==> config.mk <==
export PLATFORM = sky130hd
export DESIGN_NAME = ddr2dvp_stream_flat
export DESIGN_NICKNAME = d
export VERILOG_FILES = /design/src/rtl/ddr2dvp_stream_if.sv /design/src/rtl/ddr2dvp_stream.sv /design/src/flat_wrapper.sv
export SDC_FILE = /design/constraint.sdc
export NUM_CORES = 1
export LEC_CHECK = 0
export ABC_AREA = 1
export BUFFER_PORTS_ARGS = -buffer_cell sky130_fd_sc_hd__buf_2
export CAP_MARGIN = 20
export CORE_AREA = 8 8 100 102
export CTS_BUF_LIST = sky130_fd_sc_hd__clkbuf_16
export DETAILED_ROUTE_END_ITERATION = 6
export DIE_AREA = 0 0 108 110
export PLACE_DENSITY = 0.86
export SYNTH_ARGS = -nofsm -noshare
export SYNTH_HDL_FRONTEND = slang
export SYNTH_SLANG_ARGS = --single-unit
==> constraint.sdc <==
create_clock -name clk_sys -period 4.4 [get_ports clk_sys]
set_input_delay 0.22 -clock clk_sys [delete_from_list [all_inputs] [get_ports clk_sys]]
set_output_delay 0.22 -clock clk_sys [all_outputs]
set_load 0.02 [all_outputs]
==> src/rtl/ddr2dvp_stream_if.sv <==
// DDR read-path handshake carrying 64-bit RAW words into the DVP playback block.
interface ddr2dvp_stream_if;
    logic [63:0] rd_data;
    logic        rd_valid;
    logic        rd_ready;

    modport master (output rd_data, output rd_valid, input rd_ready);
    modport slave  (input rd_data, input rd_valid, output rd_ready);
endinterface

==> src/rtl/ddr2dvp_stream.sv <==
// Replays stored 64-bit RAW words as DVP VSYNC/HREF/D timing, LSB byte first,
// with a one-word prefetch buffer and a pix_ce-qualified frame timing generator.
module ddr2dvp_stream #(
    parameter int H_ACTIVE = 1280,
    parameter int H_BLANK  = 160,
    parameter int V_ACTIVE = 720,
    parameter int VSYNC_W  = 3,
    parameter int V_BACK   = 17,
    parameter int V_FRONT  = 10
) (
    input  logic                   clk_sys,
    input  logic                   reset,
    input  logic                   enable,
    input  logic                   pix_ce,
    ddr2dvp_stream_if.slave        rd,
    output logic                   VSYNC,
    output logic                   HREF,
    output logic [7:0]             D,
    output logic                   SOF,
    output logic                   EOF,
    output logic [7:0]             count_frame,
    output logic                   underrun
);

    localparam int H_TOTAL = H_ACTIVE + H_BLANK;
    localparam int V_TOTAL = VSYNC_W + V_BACK + V_ACTIVE + V_FRONT;
    localparam int V_ACT0  = VSYNC_W + V_BACK;
    localparam int V_ACT1  = V_ACT0 + V_ACTIVE;
    localparam int PW      = (H_TOTAL > 1) ? $clog2(H_TOTAL) : 1;
    localparam int LW      = (V_TOTAL > 1) ? $clog2(V_TOTAL) : 1;

    generate
        if ((H_ACTIVE * V_ACTIVE) % 8 != 0) begin : g_bad_geometry
            $error("ddr2dvp_stream: H_ACTIVE*V_ACTIVE must be a multiple of 8");
        end
    endgenerate

    typedef enum logic {S_IDLE, S_FRAME} state_t;

    state_t          r_state;
    state_t          w_state_nxt;
    logic [PW-1:0]   r_pix;
    logic [LW-1:0]   r_line;
    logic [63:0]     r_word;
    logic [2:0]      r_idx;
    logic            r_full;

    logic            w_tick;
    logic            w_pix_last;
    logic            w_line_last;
    logic            w_frame_end;
    logic            w_vsync;
    logic            w_active;
    logic            w_first;
    logic            w_last;
    logic            w_consume;
    logic            w_rd_ready;
    logic            w_load;
    logic [7:0]      w_byte;

    // A tick is a pixel slot being emitted; in IDLE the enabling tick is pixel (0,0).
    assign w_tick      = pix_ce && ((r_state == S_FRAME) || enable);
    assign w_pix_last  = (r_pix == PW'(H_TOTAL - 1));
    assign w_line_last = (r_line == LW'(V_TOTAL - 1));
    assign w_frame_end = w_tick && w_pix_last && w_line_last;

    assign w_vsync  = (r_line < LW'(VSYNC_W));
    assign w_active = w_tick && (r_line >= LW'(V_ACT0)) && (r_line < LW'(V_ACT1))
                      && (r_pix < PW'(H_ACTIVE));
    assign w_first  = w_active && (r_line == LW'(V_ACT0)) && (r_pix == '0);
    assign w_last   = w_active && (r_line == LW'(V_ACT1 - 1)) && (r_pix == PW'(H_ACTIVE - 1));

    // Accepting a new word while byte 7 drains keeps back-to-back words bubble-free.
    assign w_consume   = w_active && r_full;
    assign w_rd_ready  = !reset && (!r_full || (w_consume && (r_idx == 3'd7)));
    assign w_load      = rd.rd_valid && w_rd_ready;
    assign rd.rd_ready = w_rd_ready;
    assign w_byte      = r_word[{r_idx, 3'b000} +: 8];

    always_comb begin
        w_state_nxt = r_state;
        case (r_state)
            S_IDLE:  if (pix_ce && enable) w_state_nxt = S_FRAME;
            S_FRAME: if (w_frame_end && !enable) w_state_nxt = S_IDLE;
            default: w_state_nxt = S_IDLE;
        endcase
    end

    always_ff @(posedge clk_sys) begin
        if (reset) begin
            r_state <= S_IDLE;
            r_pix   <= '0;
            r_line  <= '0;
        end else begin
            r_state <= w_state_nxt;
            if (w_tick) begin
                if (w_pix_last) begin
                    r_pix  <= '0;
                    r_line <= w_line_last ? '0 : r_line + 1'b1;
                end else begin
                    r_pix <= r_pix + 1'b1;
                end
            end
        end
    end

    always_ff @(posedge clk_sys) begin
        if (reset) begin
            r_full <= 1'b0;
            r_idx  <= 3'd0;
        end else if (w_load) begin
            r_full <= 1'b1;
            r_idx  <= 3'd0;
        end else if (w_consume) begin
            r_idx <= r_idx + 3'd1;
            if (r_idx == 3'd7) r_full <= 1'b0;
        end
    end

    always_ff @(posedge clk_sys) begin
        if (w_load) r_word <= rd.rd_data;
    end

    always_ff @(posedge clk_sys) begin
        if (reset) begin
            VSYNC       <= 1'b0;
            HREF        <= 1'b0;
            D           <= 8'd0;
            SOF         <= 1'b0;
            EOF         <= 1'b0;
            count_frame <= 8'd0;
            underrun    <= 1'b0;
        end else begin
            SOF <= w_first;
            EOF <= w_last;
            if (pix_ce) begin
                VSYNC <= w_tick && w_vsync;
                HREF  <= w_active;
                D     <= w_consume ? w_byte : 8'd0;
            end
            if (w_tick && (r_pix == '0) && (r_line == '0)) count_frame <= count_frame + 8'd1;
            if (w_active && !r_full) underrun <= 1'b1;
        end
    end

endmodule

==> src/flat_wrapper.sv <==
// flat-port wrapper written by rule: the top's interface ports become plain ports
module ddr2dvp_stream_flat 
#(
    parameter int H_ACTIVE = 1280,
    parameter int H_BLANK  = 160,
    parameter int V_ACTIVE = 720,
    parameter int VSYNC_W  = 3,
    parameter int V_BACK   = 17,
    parameter int V_FRONT  = 10
)
  (clk_sys, reset, enable, pix_ce, VSYNC, HREF, D, SOF, EOF, count_frame, underrun, rd_rd_data, rd_rd_valid, rd_rd_ready);
  ddr2dvp_stream_if rd_i ();
  input  logic clk_sys;
  input  logic reset;
  input  logic enable;
  input  logic pix_ce;
  output logic VSYNC;
  output logic HREF;
  output logic [7:0] D;
  output logic SOF;
  output logic EOF;
  output logic [7:0] count_frame;
  output logic underrun;
  input wire logic [$bits(rd_i.rd_data)-1:0] rd_rd_data;
  input wire logic [$bits(rd_i.rd_valid)-1:0] rd_rd_valid;
  output wire logic [$bits(rd_i.rd_ready)-1:0] rd_rd_ready;
  assign rd_i.rd_data = rd_rd_data;
  assign rd_i.rd_valid = rd_rd_valid;
  assign rd_rd_ready = rd_i.rd_ready;
  ddr2dvp_stream #(.H_ACTIVE(H_ACTIVE), .H_BLANK(H_BLANK), .V_ACTIVE(V_ACTIVE), .VSYNC_W(VSYNC_W), .V_BACK(V_BACK), .V_FRONT(V_FRONT)) u_core (.clk_sys(clk_sys), .reset(reset), .enable(enable), .pix_ce(pix_ce), .rd(rd_i), .VSYNC(VSYNC), .HREF(HREF), .D(D), .SOF(SOF), .EOF(EOF), .count_frame(count_frame), .underrun(underrun));
endmodule
==> impl_metrics.py, run 1 <==
metrics = {
    "power": {
        "powerDensity_nw_per_um2": 361,
        "irDropWorstVdd_v": 0.000292,
        "total_leakage_power_uw": 0.00237,
    },
    "setup_path": {
        "critPathMaxStageDelay_ns": 0.68,
        "startpoint_type": "flip-flop",
        "critPathArrivalTime_ns": 2.87,
        "cp.required_ns": 4.44,
        "critical-path-slowest-cell": "inv_2",
        "crit_type": "flip-flop to flip-flop",
        "end_kind": "flip-flop",
        "cp_cell_sequence": "buf_4 -> ha_1 -> ha_1 -> nand3_1 -> nand2_1 -> nand3_1 -> inv_2 -> buf_4",
        "rrSetupSlack_ns": 1.57,
        "critPathMaxFanout": 50,
    },
    "clock_network": {
        "worstSkewPairLatency_ns": 0.35,
        "clk_pin_slew_ns": 0.07,
        "cts_root_buffer": "clkbuf_16",
        "htreeDepth": 3,
        "clock-sinks": 111,
        "hold_buffers": 0,
        "post-cts-setup-buffers": 0,
        "cts_resized": 0,
        "cts_tree": "built",
        "clockBufferDepth": 2,
        "cts_made_buffers": 9,
    },
    "die": {
        "die_w_um": 108,
        "die_area_um2": 11900,
        "coreArea_um2": 8470,
        "ios": 91,
        "die_h_um": 110,
        "fp-row-count": 34,
        "start_util": 0.580,
    },
    "layout": {
        "fin_area_um2": 5790,
        "final_common_cell": "nand2_1",
        "layout_common_cells": "105 x nand2_1, 90 x buf_2, 64 x edfxtp_1, 49 x inv_1, 46 x dfxtp_1",
        "drive_above_1_share": 0.205,
        "diodes": 0,
        "fin_nets": 683,
        "fillers": 624,
        "area_growth_pct": 17.9,
    },
    "synth": {
        "synthCells": 515,
        "seq_area_frac_synth": 0.583,
        "netlist.area_leader.share": 0.391,
        "syn_nets": 592,
        "synthTopCellsByArea": "edfxtp_1 39%, dfxtp_1 19%, nand2_1 8.0%",
        "synth_top_cell_by_area": "edfxtp_1",
        "async_flop_share": 0,
        "synth_area_um2": 4910,
        "ys_warn_count": 0,
        "ys_types": 33,
        "syn_area_per_cell_um2": 9.54,
        "synth_edf_count": 64,
        "ys_ff_latch": 111,
        "synth_flop_cell": "edfxtp_1",
    },
    "sta": {
        "hold_viol": 0,
        "max_freq_ghz": 0.353,
        "setup_slack_ns": 1.57,
        "layout_min_cycle_time_ns": 2.83,
        "final-setup-viol-count": 0,
        "clock_skew_ns": 0.00827,
        "worst_slew_pin_slew_ns": 0.891,
        "slew-limit-headroom": 0.405,
        "slew_viol_final": 0,
        "setup_tns_ns": 0,
        "timing.final.crit_share": 0.644,
        "rsz0062_at_grt": "no",
    },
    "placement": {
        "dp_hpwl_um": 7880,
        "port_buffers": 90,
        "post-place-ws_ns": 1.56,
        "place.gp.congestion": 0.913,
        "post_dp_cell_area_um2": 5470,
    },
    "detailed_routing": {
        "wl_um": 10700,
        "firstDrtPassIters": 5,
        "drc": 0,
        "post_drt_wl_per_cell_um": 14.8,
        "viasPerCell": 5.35,
        "postRouteAntennaNets": 0,
        "vias": 3848,
        "drt-initial-drc-count": 230,
    },
    "min_path": {
        "hold_path_class": "primary input to flip-flop",
    },
    "global_routing": {
        "grt_use_total": 0.185,
        "grt_max_degree": 51,
        "grt-ovfl-total": 0,
        "grt_pass1_wl_um": 17400,
        "grt_antenna_before_repair": 0,
        "grt_pass1_vias": 3822,
    },
    "run": {
        "cap_violations": 0,
    },
    "status": {
        "status": "complete, no violations",
    },
}
where the power goes:
| part | leakage [uW] | total, uW | internal [uW] | switching (uW) |
|---|---|---|---|---|
| Combinational | 0.00124 | 104 | 40.3 | 63.3 |
| Clock | 0.000157 | 844 | 458 | 386 |
| Sequential | 0.000973 | 1140 | 1130 | 11.3 |
synth_stat cells, drive strengths merged (5+ instances only):
library cell,instances
nand3,40
nor2,51
nand4,9
ha,8
edfxtp,64
a21oi,44
mux2i,16
clkbuf,10
nand2,106
nor3,9
inv,52
dfxtp,47
xor2,12
o21ai,27
xnor2,5
metrics by stage:
step | utilization | instances | total power [uW] | hold slack (ns)
CTS | 0.684 | 719 | 2100 | 0.0335
floorplan | - | 515 | 1210 | 0.319
global route | 0.684 | 719 | 2160 | 0.0297
detailed placement | 0.646 | 703 | 1270 | 0.398
finish | 0.684 | 719 | 2090 | 0.0400
global placement | 0.646 | 703 | 1260 | 0.397
per-layer routing:
layer	share of wire	wire [um]	up-vias	track usage
met3	0.076	809	20	0.0448
li1	-	-	1925	-
met2	0.49	5260	150	0.311
met5	0	0	-	0
met1	0.41	4350	1753	0.223
met4	0.022	236	0	0.0773
sequential cells by signal, summed over array words and instances, names as in the netlist:
| signal | cells |
|---|---|
| u_core.VSYNC | 1 |
| u_core.r_full | 1 |
| u_core.underrun | 1 |
| u_core.r_line | 10 |
| u_core.HREF | 1 |
| u_core.r_state | 1 |
| u_core.r_idx | 3 |
| u_core.r_word | 64 |
| u_core.SOF | 1 |
| u_core.D | 8 |
| u_core.EOF | 1 |
| u_core.count_frame | 8 |
| u_core.r_pix | 11 |
worst paths after layout:
path / start / end / cells past startpoint
min: rd_rd_data[44] / u_core.r_word[44] / 1
max reg2reg: u_core.r_idx[0] / u_core.r_word[11] / 8
min reg2reg: u_core.D[0] / u_core.D[0] / 2
max: u_core.r_idx[0] / u_core.r_word[11] / 8
cell families (layout without fill, tap and decap cells):
family / count (synthesis) / in the layout / share of synthesized area
AND/OR/NAND/NOR: 221 / 221 / 0.202
buffers and inverters: 67 / 163 / 0.0522
flip-flops: 111 / 111 / 0.583
XOR/XNOR: 17 / 17 / 0.0303
multiplexers: 16 / 16 / 0.0326
AO/OA/AOI/OAI: 75 / 75 / 0.0800
adder cells (fa/ha/maj): 8 / 8 / 0.0204
worst max-delay path, delay by kind of cell, from the launching register on:
kind                     cells  cell delay (ns)
buffers and inverters        3             1.54
AND/OR/NAND/NOR              3             0.27
flip-flops                   1             0.32
adder cells (fa/ha/maj)      2             0.39
cell type report:
| class | instances | area [um2] | area share |
|---|---|---|---|
| flip-flops and latches | 111 | 2860 | 0.495 |
| well taps | 108 | 135 | 0.0233 |
| multi-input cells | 337 | 1790 | 0.310 |
| clock inverters | 7 | 95.1 | 0.0164 |
| inverters | 54 | 204 | 0.0352 |
| repair buffers | 93 | 473 | 0.0817 |
| clock buffers | 9 | 225 | 0.0389 |
Power figures use the tool's default switching activity.
==> run 2: changes to the inputs <==
Settings changed: CORE_AREA 8 8 100 102 to 8 8 109 111, DIE_AREA 0 0 108 110 to 0 0 117 119, PLACE_DENSITY 0.86 to 0.76.
Clock period 4.4 ns to 2.5 ns, I/O delays scaled along.
==> run 2 against run 1 <==
  * Via count increased by 7.6%
  * First-iteration DRC count grew 24%
  * Utilization fell by 4.1 points
  * Sequential power rose by 76%
  * Clock skew grew 0.0067 ns
  * Largest cell class unchanged
  * Largest power group unchanged
==> impl_metrics.py, run 2 (synthesis gave the netlist of run 1 again) <==
metrics = {
    "status": {
        "status": "complete, no violations",
    },
    "clock_network": {
        "clock-sinks": 111,
        "hold_buffers": 64,
        "cts_root_buffer": "clkbuf_16",
        "post-cts-setup-buffers": 0,
        "worstSkewPairLatency_ns": 0.35,
        "clockBufferDepth": 2,
        "cts_resized": 0,
        "cts_made_buffers": 9,
        "clk_pin_slew_ns": 0.08,
        "htreeDepth": 3,
        "cts_tree": "built",
    },
    "layout": {
        "layout_common_cells": "105 x nand2_1, 90 x buf_2, 64 x dlygate4sd3_1, 64 x edfxtp_1, 49 x inv_1",
        "fillers": 833,
        "area_growth_pct": 32.0,
        "seqCellArea_um2": 2860,
        "final_core_util": 0.642,
        "multi_input_area_um2": 1790,
        "regMostFlops": "u_core.r_word",
        "fin_nets": 750,
        "top_regs": "u_core.r_word (64), u_core.r_pix (11), u_core.r_line (10)",
        "diodes": 0,
        "final_common_cell": "nand2_1",
        "drive_above_1_share": 0.189,
        "largest_reg_flops": 64,
    },
    "detailed_routing": {
        "vias": 4141,
        "firstDrtPassIters": 5,
        "drc": 0,
        "postRouteAntennaNets": 0,
        "post_drt_wl_per_cell_um": 15.5,
        "viasPerCell": 5.09,
        "drt-initial-drc-count": 286,
        "wl_um": 12700,
    },
    "sta": {
        "slew_viol_final": 0,
        "setup_tns_ns": 0,
        "timing.final.crit_share": 0.806,
        "layout_min_cycle_time_ns": 2.01,
        "slew-limit-headroom": 0.450,
        "clock_skew_ns": 0.0149,
        "final-setup-viol-count": 0,
        "worst_slew_pin_slew_ns": 0.824,
        "max_freq_ghz": 0.496,
        "hold_viol": 0,
        "rsz0062_at_grt": "no",
    },
    "setup_path": {
        "critPathMaxStageDelay_ns": 0.35,
        "crit_type": "flip-flop to flip-flop",
        "critical-path-slowest-cell": "dfxtp_1",
        "startpoint_type": "flip-flop",
        "critPathArrivalTime_ns": 2.03,
        "cp.required_ns": 2.52,
        "critPathMaxFanout": 64,
        "cpMostUsedCell": "nand2_1",
        "end_kind": "flip-flop",
        "cp_cell_sequence": "nor2_1 -> nand2_1 -> nand2_1 -> nand2_1 -> nand2_1 -> nand3_1 -> nand2_1 -> nand3_1 -> clkinvlp_4 -> buf_12",
    },
    "placement": {
        "place.gp.congestion": 0.898,
        "dp_hpwl_um": 8090,
        "port_buffers": 90,
    },
    "die": {
        "fp-row-count": 37,
        "die_h_um": 119,
        "start_util": 0.487,
        "ios": 91,
        "die_area_um2": 13900,
        "coreArea_um2": 10100,
        "die_w_um": 117,
    },
    "global_routing": {
        "grt-ovfl-total": 0,
        "grt_pass1_vias": 4131,
        "grt_pass1_wl_um": 20200,
        "grt_max_degree": 65,
        "grt_use_total": 0.185,
        "grt_antenna_before_repair": 0,
    },
    "run": {
        "cap_violations": 0,
    },
    "min_path": {
        "hold_path_class": "primary input to flip-flop",
    },
    "power": {
        "total_leakage_power_uw": 0.00264,
        "irDropWorstVdd_v": 0.000472,
        "powerDensity_nw_per_um2": 571,
    },
}
==> run 2: changes by cell type in the layout (fill, tap and decap cells not counted), sizes merged <==
| cell | change |
|---|---|
| inv | +1 |
| clkinvlp | +1 |
| bufinv | -1 |
| buf | +3 |
| dlygate4sd3 | +64 |
| clkinv | -1 |
==> run 2: worst max-delay path, delay by kind of cell (launching register included) <==
kind | cells | cell delay (ns)
flops | 1 | 0.35
simple gates | 8 | 0.87
buf+inv | 2 | 0.40
==> run 2: routing by layer <==
layer	global-route usage	wire, um	vias up	share of wire
li1	-	-	2050	-
met1	0.207	4990	1930	0.39
met2	0.330	6530	142	0.52
met3	0.0616	938	19	0.074
met4	0.0408	197	0	0.016
met5	0	0	-	0
==> run 2: report_power, final <==
part / switching [uW] / internal (uW) / leakage [uW]
Clock: 714 / 716 / 0.000150
Combinational: 130 / 139 / 0.00152
Sequential: 20.1 / 1990 / 0.000973
==> run 2: layout make-up <==
type / instances / area share
timing repair buffer: 160 / 0.177
inverter: 54 / 0.0320
sequential: 111 / 0.442
clock buffer: 9 / 0.0347
tap: 136 / 0.0262
multi-input combinational: 337 / 0.276
clock inverter: 7 / 0.0116
==> run 2: final timing paths <==
check	cells after the start	slack (ns)	end	start
setup / recovery	10	0.49	u_core.r_word[51]	u_core.r_line[2]
hold / removal	3	0.01	u_core.r_full	rd_rd_valid
setup reg to reg	10	0.49	u_core.r_word[51]	u_core.r_line[2]
hold reg to reg	2	0.46	u_core.D[6]	u_core.D[6]
==> run 2: through the flow <==
step | hold WS [ns] | power, uW | std cells | instance area, um2 | worst slack, ns
after floorplan | 0.224 | 2140 | 515 | 4910 | 0.131
after global placement | 0.301 | 2220 | 734 | 5540 | 0.588
after detailed placement | 0.303 | 2230 | 734 | 5540 | 0.541
after CTS | 0.0113 | 3710 | 814 | 6480 | 0.528
after global routing | 0.0316 | 3830 | 814 | 6480 | 0.259
final | 0.0143 | 3700 | 814 | 6480 | 0.485
